File: config.mk
export PLATFORM = sky130hd
export DESIGN_NAME = serial_sub4_flat
export DESIGN_NICKNAME = d
export VERILOG_FILES = /design/src/rtl/serial_sub_pkg.sv /design/src/rtl/serial_sub4_if.sv /design/src/rtl/serial_sub4_full_subtractor.sv /design/src/rtl/serial_sub4.sv /design/src/flat_wrapper.sv
export SDC_FILE = /design/constraint.sdc
export NUM_CORES = 1
export LEC_CHECK = 0
export ABC_AREA = 1
export CAP_MARGIN = 10
export CELL_PAD_IN_SITES_DETAIL_PLACEMENT = 0
export CELL_PAD_IN_SITES_GLOBAL_PLACEMENT = 1
export CORE_MARGIN = 2
export CORE_UTILIZATION = 49
export CTS_BUF_LIST = sky130_fd_sc_hd__clkbuf_8
export CTS_CLUSTER_DIAMETER = 60
export CTS_CLUSTER_SIZE = 8
export DETAILED_ROUTE_END_ITERATION = 7
export DONT_BUFFER_PORTS = 1
export HOLD_SLACK_MARGIN = 0.05
export PLACE_DENSITY_LB_ADDON = 0.3
export SYNTH_ARGS = -nofsm -noshare
export SYNTH_HDL_FRONTEND = slang
export SYNTH_SLANG_ARGS = --single-unit
File: constraint.sdc
create_clock -name clk -period 2.3 [get_ports clk]
set_clock_uncertainty 0.2 [all_clocks]
set_input_delay 0.46 -clock clk [delete_from_list [all_inputs] [get_ports clk]]
set_output_delay 0.46 -clock clk [all_outputs]
set_load 0.005 [all_outputs]
File: src/rtl/serial_sub_pkg.sv
// Shared definitions for the bit-serial subtractor.
// Provides the FSM state encoding, the default operand width and a helper
// that sizes the bit counter for a given operand width.
package serial_sub_pkg;

  // FSM state encoding.
  typedef enum logic [1:0] {
    IDLE  = 2'd0,
    SHIFT = 2'd1,
    DONE  = 2'd2
  } state_t;

  // Default operand/result width, same as the parallel ripple adder.
  localparam int DEF_WIDTH = 4;

  // Counter width: must hold the values 0..w-1. A width below one bit
  // is not possible, so it is clamped to 1.
  function automatic int cnt_width(input int w);
    return (w < 2) ? 1 : $clog2(w);
  endfunction

  localparam int DEF_CNT_W = cnt_width(DEF_WIDTH);

endpackage

File: src/rtl/serial_sub4_if.sv
// Handshake and operand/result bundle for serial_sub4.
// Requester side (master) drives start, A, B and Bin. The subtractor side
// (slave) drives busy, done, D, Bout and V.
interface serial_sub4_if
  import serial_sub_pkg::*;
#(
  parameter int WIDTH = DEF_WIDTH
);

  logic             start;
  logic [WIDTH-1:0] A;
  logic [WIDTH-1:0] B;
  logic             Bin;
  logic             busy;
  logic             done;
  logic [WIDTH-1:0] D;
  logic             Bout;
  logic             V;

  modport master (
    output start, A, B, Bin,
    input  busy, done, D, Bout, V
  );

  modport slave (
    input  start, A, B, Bin,
    output busy, done, D, Bout, V
  );

endinterface

File: src/rtl/serial_sub4_full_subtractor.sv
// One-bit full subtractor: d = a - b - bin, with the borrow out in bout.
// Purely combinational.
// Ports: a (minuend bit), b (subtrahend bit), bin (borrow in),
//        d (difference bit), bout (borrow out).
module full_subtractor (
  input  logic a,
  input  logic b,
  input  logic bin,
  output logic d,
  output logic bout
);

  assign d    = a ^ b ^ bin;
  // Borrow whenever the subtrahend side (b + bin) exceeds a.
  assign bout = (~a & b) | (~a & bin) | (b & bin);

endmodule

File: src/rtl/serial_sub4.sv
// Bit-serial subtractor: D = A - B - Bin, processed LSB first, one bit per clock.
// Ports: clk, rst (synchronous, active high), bus (serial_sub4_if.slave):
//   start/A/B/Bin in; busy/done/D/Bout/V out.
// Latency: start accepted at edge t, then WIDTH SHIFT cycles, then a
// one-cycle DONE pulse. That gives one operation per WIDTH+2 cycles.
// A start seen while busy (SHIFT or DONE) is dropped. D/Bout/V hold until
// the next DONE.
// Optional: define SERIAL_SUB_OVF_EN to compute V as the signed overflow
// flag. Otherwise V is tied to 0.
module serial_sub4
  import serial_sub_pkg::*;
#(
  parameter int WIDTH = DEF_WIDTH
) (
  input  logic          clk,
  input  logic          rst,
  serial_sub4_if.slave  bus
);

  localparam int CW = cnt_width(WIDTH);
  localparam logic [CW-1:0] LAST = CW'(WIDTH - 1);

  state_t state_q, state_d;

  logic [WIDTH-1:0] a_sh_q, a_sh_d;
  logic [WIDTH-1:0] b_sh_q, b_sh_d;
  logic [WIDTH-1:0] res_q, res_d;
  logic [CW-1:0]    cnt_q, cnt_d;
  logic             br_q, br_d;
  logic [WIDTH-1:0] d_q, d_d;
  logic             bout_q, bout_d;

  logic             fs_d;
  logic             fs_bout;
  logic [WIDTH-1:0] res_shift;
  logic             last_bit;
  logic             busy_o;
  logic             done_o;

  // Single bit-slice shared by every bit position.
  full_subtractor u_fs (
    .a    (a_sh_q[0]),
    .b    (b_sh_q[0]),
    .bin  (br_q),
    .d    (fs_d),
    .bout (fs_bout)
  );

  // The new difference bit enters at the MSB. After WIDTH shifts, the
  // first bit computed has reached bit 0.
  assign res_shift = WIDTH'({fs_d, res_q} >> 1);
  assign last_bit  = (cnt_q == LAST);

  // ---------------- FSM: state register ----------------
  always_ff @(posedge clk) begin
    if (rst) begin
      state_q <= IDLE;
    end else begin
      state_q <= state_d;
    end
  end

  // ---------------- FSM: next state ----------------
  always_comb begin
    state_d = state_q;
    case (state_q)
      IDLE:    if (bus.start) state_d = SHIFT;
      SHIFT:   if (last_bit)  state_d = DONE;
      DONE:    state_d = IDLE;
      default: state_d = IDLE;
    endcase
  end

  // ---------------- FSM: outputs ----------------
  always_comb begin
    busy_o = 1'b0;
    done_o = 1'b0;
    case (state_q)
      SHIFT: busy_o = 1'b1;
      DONE: begin
        busy_o = 1'b1;
        done_o = 1'b1;
      end
      default: ;
    endcase
  end

  assign bus.busy = busy_o;
  assign bus.done = done_o;

`ifdef SERIAL_SUB_OVF_EN
  logic v_q, v_d;
`endif

  // ---------------- Datapath next state ----------------
  always_comb begin
    a_sh_d = a_sh_q;
    b_sh_d = b_sh_q;
    res_d  = res_q;
    cnt_d  = cnt_q;
    br_d   = br_q;
    d_d    = d_q;
    bout_d = bout_q;
`ifdef SERIAL_SUB_OVF_EN
    v_d    = v_q;
`endif
    case (state_q)
      IDLE: begin
        if (bus.start) begin
          a_sh_d = bus.A;
          b_sh_d = bus.B;
          br_d   = bus.Bin;
          res_d  = '0;
          cnt_d  = '0;
        end
      end
      SHIFT: begin
        a_sh_d = a_sh_q >> 1;
        b_sh_d = b_sh_q >> 1;
        br_d   = fs_bout;
        res_d  = res_shift;
        cnt_d  = cnt_q + 1'b1;
        // Publish the result on the last shift, so that D/Bout/V are
        // already valid while done is high.
        if (last_bit) begin
          d_d    = res_shift;
          bout_d = fs_bout;
`ifdef SERIAL_SUB_OVF_EN
          // br_q is the borrow into the MSB. fs_bout is the borrow out of it.
          v_d    = br_q ^ fs_bout;
`endif
        end
      end
      default: ;
    endcase
  end

  // ---------------- Datapath registers ----------------
  always_ff @(posedge clk) begin
    if (rst) begin
      a_sh_q <= '0;
      b_sh_q <= '0;
      res_q  <= '0;
      cnt_q  <= '0;
      br_q   <= 1'b0;
      d_q    <= '0;
      bout_q <= 1'b0;
`ifdef SERIAL_SUB_OVF_EN
      v_q    <= 1'b0;
`endif
    end else begin
      a_sh_q <= a_sh_d;
      b_sh_q <= b_sh_d;
      res_q  <= res_d;
      cnt_q  <= cnt_d;
      br_q   <= br_d;
      d_q    <= d_d;
      bout_q <= bout_d;
`ifdef SERIAL_SUB_OVF_EN
      v_q    <= v_d;
`endif
    end
  end

  assign bus.D    = d_q;
  assign bus.Bout = bout_q;
`ifdef SERIAL_SUB_OVF_EN
  assign bus.V    = v_q;
`else
  assign bus.V    = 1'b0;
`endif

endmodule

File: src/flat_wrapper.sv
// flat-port wrapper written by rule: the top's interface ports become plain ports
module serial_sub4_flat import serial_sub_pkg::*;
#(
  parameter int WIDTH = DEF_WIDTH
)
  (clk, rst, bus_start, bus_A, bus_B, bus_Bin, bus_busy, bus_done, bus_D, bus_Bout, bus_V);
  serial_sub4_if #(.WIDTH(WIDTH)) bus_i ();
  input  logic clk;
  input  logic rst;
  input wire logic [$bits(bus_i.start)-1:0] bus_start;
  input wire logic [$bits(bus_i.A)-1:0] bus_A;
  input wire logic [$bits(bus_i.B)-1:0] bus_B;
  input wire logic [$bits(bus_i.Bin)-1:0] bus_Bin;
  output wire logic [$bits(bus_i.busy)-1:0] bus_busy;
  output wire logic [$bits(bus_i.done)-1:0] bus_done;
  output wire logic [$bits(bus_i.D)-1:0] bus_D;
  output wire logic [$bits(bus_i.Bout)-1:0] bus_Bout;
  output wire logic [$bits(bus_i.V)-1:0] bus_V;
  assign bus_i.start = bus_start;
  assign bus_i.A = bus_A;
  assign bus_i.B = bus_B;
  assign bus_i.Bin = bus_Bin;
  assign bus_busy = bus_i.busy;
  assign bus_done = bus_i.done;
  assign bus_D = bus_i.D;
  assign bus_Bout = bus_i.Bout;
  assign bus_V = bus_i.V;
  serial_sub4 #(.WIDTH(WIDTH)) u_core (.clk(clk), .rst(rst), .bus(bus_i));
endmodule
Word level (Yosys, flattened, before mapping)
Cells that the tools add are included.
{"block": "word_totals", "ff_bits": 22, "in_bits": 12, "wordCells": 43}
{"block": "op_classes", "eq_ne": 5, "bitwise": 8, "mux": 15, "n_addsub": 1, "n_reduce_logical": 6}
{"operator": "$pmux W4 S2", "n": 3}
{"operator": "$mux W4", "n": 3}
{"operator": "$pmux W2 S2", "n": 2}
{"operator": "$mux W2", "n": 3}
{"operator": "$reduce_and A2 Y1", "n": 3}
{"operator": "$eq A2 B2 Y1 const B", "n": 2}
{"operator": "$and A1 B1 Y1", "n": 3}
{"operator": "$mux W1", "n": 3}
{"operator": "$add A2 B1 Y2 const B", "n": 1}
{"operator": "$eq A2 B1 Y1 const B", "n": 1}
{"operator": "$logic_not A2 Y1", "n": 1}
{"operator": "$ne A2 B1 Y1 const B", "n": 1}
{"operator": "$ne A2 B2 Y1 const B", "n": 1}
{"operator": "$or A1 B1 Y1", "n": 2}
{"operator": "$pmux W1 S2", "n": 1}
{"operator": "$reduce_bool A2 Y1", "n": 1}
{"operator": "$reduce_or A2 Y1", "n": 1}
{"operator": "$xor A1 B1 Y1", "n": 2}
{"operator": "$not A1 Y1", "n": 1}

Logic depth before layout (Yosys ltp)
Gate-level depths: netlist of run 1.
{"block": "depth", "depth_word": 5, "mapped_depth": 8, "mapped_depth_nobuf": 8}

Modules after synthesis
From an unflattened synthesis of run 1, not the netlist that was laid out.
{"block": "unflattened", "cells_unflattened": 149, "hier_area_um2": 1088.5}
{"module": "serial_sub4", "instances": 1, "seq_area_each_um2": 420.4, "cells_each": 146, "area_each_um2": 1061.0}
{"module": "full_subtractor", "instances": 1, "seq_area_each_um2": 0.0, "cells_each": 3, "area_each_um2": 27.5}

Least setup slack after synthesis of run 1
No wires, ideal clock.
{"block": "synth_path", "path_type": "register to register", "startpoint": "register u_core.state_q[0]", "endpoint": "register u_core.a_sh_q[1]", "path_buffers": 1, "synth_period_minus_slack_ns": 1.410, "required_time_ns": 1.987, "setup_slack_ns": 0.890, "arrival_ns": 1.097, "stages_incl_launch_ff": 8, "cell_sequence": "dfxtp_1 inv_1 ha_1 nand2_1 buf_2 nand3b_1 nand2_1 nor2_1"}
{"block": "synth_between", "elab_chain_len": 3, "word_cells_on_any_way": 6, "classes_between": "eq/ne (2); mux (1); reduce/logical (3)"}
{"item": "start, declared", "line_no": "serial_sub4.sv:23", "text": "state_t state_q, state_d;"}
{"item": "start signal, assigned", "line_no": "serial_sub4.sv:59", "text": "state_q <= state_d;"}
{"item": "$eq A2 B1 Y1 / $logic_not A2 Y1 (equally long branches)", "line_no": "serial_sub4.sv:107", "text": "case (state_q)"}
{"item": "$reduce_bool A2 Y1 (no line) / $ne A2 B2 Y1 (equally long branches)"}
{"item": "$reduce_and A2 Y1 (no line)"}
{"item": "end signal, assigned", "line_no": "serial_sub4.sv:152", "text": "a_sh_q <= a_sh_d;"}
{"item": "end, declared", "line_no": "serial_sub4.sv:25", "text": "logic [WIDTH-1:0] a_sh_q, a_sh_d;"}
Several ways; a longest one is shown, not always the timed one.
A chain may end at the register's enable or synchronous reset.

Worst setup path after layout of run 1
{"block": "layout_path", "startpoint": "register u_core.state_q[1]", "endpoint": "register u_core.a_sh_q[1]"}
The elaborated chain is that of the path after synthesis.

==> impl_metrics.ini, run 1 <==
[outcome]
status = completed

[sta]
period_share_pct = 73.41
rsz0062_at_grt = no
tns_ns = 0
period_needed_ns = 1.688
slew_violations = 0
timing.fmax_ghz = 0.5923
setup_violations = 0
finalHoldViolCount = 0

[worst_hold_path]
min_path_cells = 1
min_to = u_core.res_q[2]
hold_path_class = input pin to flop
hold_start = rst

[clock_tree]
cts-hold-fix-buffers = 0
numCtsBuffers = 3
postCtsSetupRepairBufs = 0
cts_resized = 0
clk_pin_slew_ns = 0.07
clock_latency_ns = 0.26
htree_num_levels = 1
cts_sinks = 21
root_buffer = clkbuf_8
clockBufferDepth = 2
cts_tree = done

[logic_synthesis]
yosysTopAreaCell = dfxtp_1
async_reset_ff_share_pct = 0
synth-seq-cells = 21
synthCells = 145
synth_edf_count = 0
syn_nets = 162
yosys.area.top_type_share_pct = 41.18
synth_area_mm2 = 0.001021
yosysMostFrequentCell = nand2_1
syn_avg_cell_area_um2 = 7.041
yosys_warnings = 0
ys_top_cells_by_count = nand2_1, nor2_1, dfxtp_1
synth_top_flop_cell = dfxtp_1
ys_seq_area_share_pct = 41.18
yosysUniqueCellTypes = 18
synth_area_leaders = dfxtp_1, nand2_1, nor2_1

[route]
num_vias = 860
wl_met2_um = 866
ant_nets = 0
routed-wl-met3_um = 66
drt_iter0_drc = 16
drtPass1Iterations = 4
wl_per_cell_um = 11.14
drt-met1-wl_um = 962
drc_errors = 0
viasPerCell = 4.943
top_layer_used = met4
finalWirelength_mm = 1.939

[cells_and_area]
multi_input_area_um2 = 510.5
nets = 165
seqCellArea_um2 = 420.4
post_layout_nonfiller_instances = 174
n_fill_cell = 228
drive_above_1_share_pct = 6.122
num_antenna_cells = 0
fin_util_pct = 55.61
synthToLayoutAreaGrowth_pct = 6.863

[floorplan]
initial_core_util_pct = 52.04
rows = 16
die_h_um = 49.65
die_x_um = 49.65
die_area_mm2 = 0.002465
num_io_pins = 20
core_mm2 = 0.001962

[power]
ir_drop_mv = 0.3710
cellLeakagePower_nw = 0.5096
p_per_area_mw_per_mm2 = 789.5

[global_route]
grt_first_pass_wirelength_mm = 3.429
grt_antenna_before_repair = 0
overflow = 0
grt_use_total_pct = 18.04
grt_pass1_vias = 817
grt_max_degree = 16

[critical_path]
worstSetupStartpointType = flop
timing.rr.start = u_core.state_q[1]
r2r-end = u_core.a_sh_q[1]
reg2reg_slack_ns = 0.61
worstPathRequired_ns = 2.30
worstSetupEndpointType = flop
critPathMaxFanout = 11
criticalPathCategory = flop to flop
arrival_ns = 1.69
r2r_cells = 7

[job]
cap_violations = 0

[placement]
gp_congestion = 0.7852
dp_cells = 169
hpwl_mm = 1.384
portBuffers = 0
-- power breakdown --
part	switching, mW	leakage [nW]	total, mW	internal [mW]
combinational	0.132	0.311	0.210	0.0786
clock	0.117	0.0269	0.236	0.119
sequential	0.0166	0.172	0.414	0.398
total	0.266	0.510	0.861	0.595
-- critical path: stages (launching register included) --
cell     delay, ns
dfxtp_1       0.37
inv_1         0.07
ha_1          0.21
nand2_1       0.29
nand2_1       0.12
inv_1         0.20
nor2_1        0.07
nor2_1        0.10
-- cell type report --
| type | count | share of cell area, % |
|---|---|---|
| tap | 27 | 3.096 |
| timing repair buffer | 4 | 2.982 |
| multi-input combinational | 105 | 46.79 |
| clock inverter | 1 | 0.3440 |
| sequential | 21 | 38.53 |
| inverter | 13 | 4.472 |
| clock buffer | 3 | 3.784 |
-- routing by layer --
layer  up-vias  GRT usage [%]
met4         0          9.722
met2        17          30.00
li1        459              -
met3         5          3.030
met1       379          22.10
met5         -              0
-- stage by stage --
| stage | hold slack [ns] | power [mW] | worst slack [ns] | area, um2 |
|---|---|---|---|---|
| after global placement | 0.2634 | 0.6307 | 0.6707 | 1036 |
| after floorplan | 0.2473 | 0.5945 | 0.8903 | 1021 |
| final | 0.05697 | 0.8614 | 0.6117 | 1091 |
| after CTS | 0.05014 | 0.8718 | 0.6209 | 1081 |
| after global routing | 0.05323 | 0.9168 | 0.4662 | 1091 |
| after detailed placement | 0.2705 | 0.6323 | 0.6508 | 1036 |
-- sequential cells by signal, summed over array words and instances (netlist names) --
name / flops
u_core.bus.D: 4
u_core.bus.Bout: 1
u_core.state_q: 2
u_core.res_q: 3
u_core.br_q: 1
u_core.b_sh_q: 4
u_core.cnt_q: 2
u_core.a_sh_q: 4
-- cells by family after synthesis --
group                    count (synthesis)  synth area share (%)
AO/OA/AOI/OAI                           16                 8.333
AND/OR/NAND/NOR                         83                 34.44
other                                    1                0.3673
buffers and inverters                   19                 8.823
flip-flops                              21                 41.18
adder cells (fa/ha/maj)                  5                 6.863
-- worst max path at each step --
stage	from	cells after the start	slack, ns	to
2_1_floorplan	u_core.state_q[0]	7	0.89	u_core.a_sh_q[1]
3_3_place_gp	u_core.state_q[1]	7	0.67	u_core.a_sh_q[1]
3_5_place_dp	u_core.state_q[1]	7	0.65	u_core.a_sh_q[1]
4_1_cts	u_core.state_q[1]	7	0.62	u_core.a_sh_q[1]
5_1_grt	u_core.state_q[1]	7	0.47	u_core.b_sh_q[0]
6_report	u_core.state_q[1]	7	0.61	u_core.a_sh_q[1]
-- cell usage in the layout (no fill, tap or decap) --
cell,synthesis,final
nand3_1,12,12
a21oi_1,8,8
dfxtp_1,21,21
conb_1,1,1
fa_1,1,1
nand3b_1,6,6
inv_2,2,2
inv_1,11,12
nor2_1,25,25
clkbuf_8,0,3
o21ai_1,2,2
o21ai_0,4,4
nand2_1,39,39
dlygate4sd3_1,0,1
a22oi_1,2,2
buf_4,2,3
ha_1,4,4
nand2_2,1,1
(Power assumes the default switching activity.)
==> run 2, diff against run 1 <==
Settings changed: CORE_UTILIZATION 49 to 41.
Clock period 2.3 ns to 1.4 ns, I/O delays scaled along.
==> impl_metrics.ini, run 2 (synthesized netlist as in run 1, its figures left out) <==
[outcome]
status = completed

[power]
p_seq_share_pct = 44.5
p_int_mw = 1.062
power_switching_share_pct = 30.79
cellLeakagePower_nw = 0.5876
p_switching_uw = 472.6
p_per_area_mw_per_mm2 = 1200
clkPwrFrac_pct = 25.5
pwr-share-comb_pct = 30.0
ir_drop_mv = 0.7364

[cells_and_area]
num_antenna_cells = 0
nets = 181
post_layout_nonfiller_instances = 193
layout_commonest_cell = nand2_1
synthToLayoutAreaGrowth_pct = 25.25
fin_util_pct = 53.06
final_cell_mix = nand2_1, nor2_1, dfxtp_1
drive_above_1_share_pct = 20.86

[worst_hold_path]
min_to = u_core.br_q
hold_start = bus_Bin
hold_path_class = input pin to flop
min_path_cells = 4

[route]
ant_nets = 0
finalWirelength_mm = 2.174
drtPass1Iterations = 4
viasPerCell = 4.824
wl_per_cell_um = 11.26
drt_iter0_drc = 21
num_vias = 931
drc_errors = 0

[critical_path]
r2r-end = u_core.bus.D[3]
worstSetupStartpointType = flop
criticalPathCategory = flop to output pin
crit_chain = inv_2, ha_4
reg2reg_slack_ns = 0.01
crit_family = flip-flops
max_stage_delay_ns = 0.34
worst-path-buf-inv = 1
critPathMaxFanout = 2
worstSetupEndpointType = output pin
cp-startpoint = u_core.state_q[1]
timing.rr.start = u_core.br_q
cp_slowest_cell = dfxtp_2
arrival_ns = 0.91
r2r_cells = 4
worstPathRequired_ns = 0.92

[sta]
timing.fmax_ghz = 0.7193
finalHoldViolCount = 0
slew_violations = 0
period_needed_ns = 1.390
tns_ns = 0
period_share_pct = 99.30
rsz0062_at_grt = yes
fin_hold_ws_ns = 0.05719
setup_violations = 0

[floorplan]
initial_core_util_pct = 42.37
core_mm2 = 0.002410
rows = 18
num_io_pins = 20
die_h_um = 53.90
die_area_mm2 = 0.002905
die_x_um = 53.90

[clock_tree]
cts_sinks = 21
cts_tree = done
numCtsBuffers = 3
clockBufferDepth = 2
htree_num_levels = 1
root_buffer = clkbuf_8
clock_latency_ns = 0.26
clk_pin_slew_ns = 0.08

[placement]
portBuffers = 0
gp_congestion = 0.7722
dp_cells = 182
hpwl_mm = 1.534

[global_route]
grt_max_degree = 12
grt_antenna_before_repair = 0
grt_first_pass_wirelength_mm = 3.726
grt_pass1_vias = 902
grt_use_total_pct = 18.11
overflow = 0

[job]
cap_violations = 0
-- run 2: timing repair --
action | in CTS | in global routing
hold buffers | 5 | 0
gates resized for setup | 16 | 3
hold endpoints to repair | 10 | 0
pin swaps | 4 | 3
setup endpoints to repair | 22 | 19
buffers inserted | 1 | 1
-- run 2: worst register-to-register path, delay by kind of cell, from the launching register on --
kind	cells	cell delay [ns]
adders and majority gates	1	0.53
and+or+nand+nor	1	0.06
AOI/OAI and AO/OA	1	0.12
buffers and inverters	1	0.05
DFF	1	0.33
-- run 2: metal layers --
metal / vias up / share of wire [%] / global-route usage [%]
li1: 492 / - / -
met5: - / 0 / 0
met1: 422 / 45 / 20.07
met2: 15 / 50 / 31.71
met4: 0 / 0.46 / 6.838
met3: 2 / 3.7 / 6.111
-- run 2: worst max path at each step --
stage / cells after the start / end
6_report: 2 / bus_busy
5_1_grt: 4 / u_core.bus.D[3]
4_1_cts: 2 / bus_busy
3_5_place_dp: 6 / u_core.bus.D[2]
3_3_place_gp: 7 / u_core.a_sh_q[3]
2_1_floorplan: 5 / u_core.bus.D[3]
-- run 2: per-stage QoR --
| step | instance area [um2] | total power, mW | setup slack, ns |
|---|---|---|---|
| 2_1_floorplan | 1023 | 0.9790 | 0.0001261 |
| 3_3_place_gp | 1115 | 1.080 | -0.05422 |
| 3_5_place_dp | 1115 | 1.088 | -0.08546 |
| 4_1_cts | 1262 | 1.543 | 0.0008017 |
| 5_1_grt | 1279 | 1.658 | -0.06268 |
| 6_report | 1279 | 1.535 | 0.009792 |
-- run 2: power by group through the flow --
| stage | clock, mW | combinational, mW | sequential, mW |
|---|---|---|---|
| after floorplan | 0 | 0.292 | 0.687 |
| after global placement | 0 | 0.387 | 0.693 |
| after detailed placement | 0 | 0.395 | 0.693 |
| after CTS | 0.410 | 0.449 | 0.683 |
| after global routing | 0.440 | 0.526 | 0.691 |
| final | 0.391 | 0.460 | 0.684 |
-- run 2: area by class of cell --
cell class                 instances  area (um2)
tap                               30       37.54
multi-input combinational        105       553.0
clock inverter                     1       3.754
inverter                          13       48.80
sequential                        21       424.2
fill                             245        1131
timing repair buffer              20       170.2
clock buffer                       3       41.29
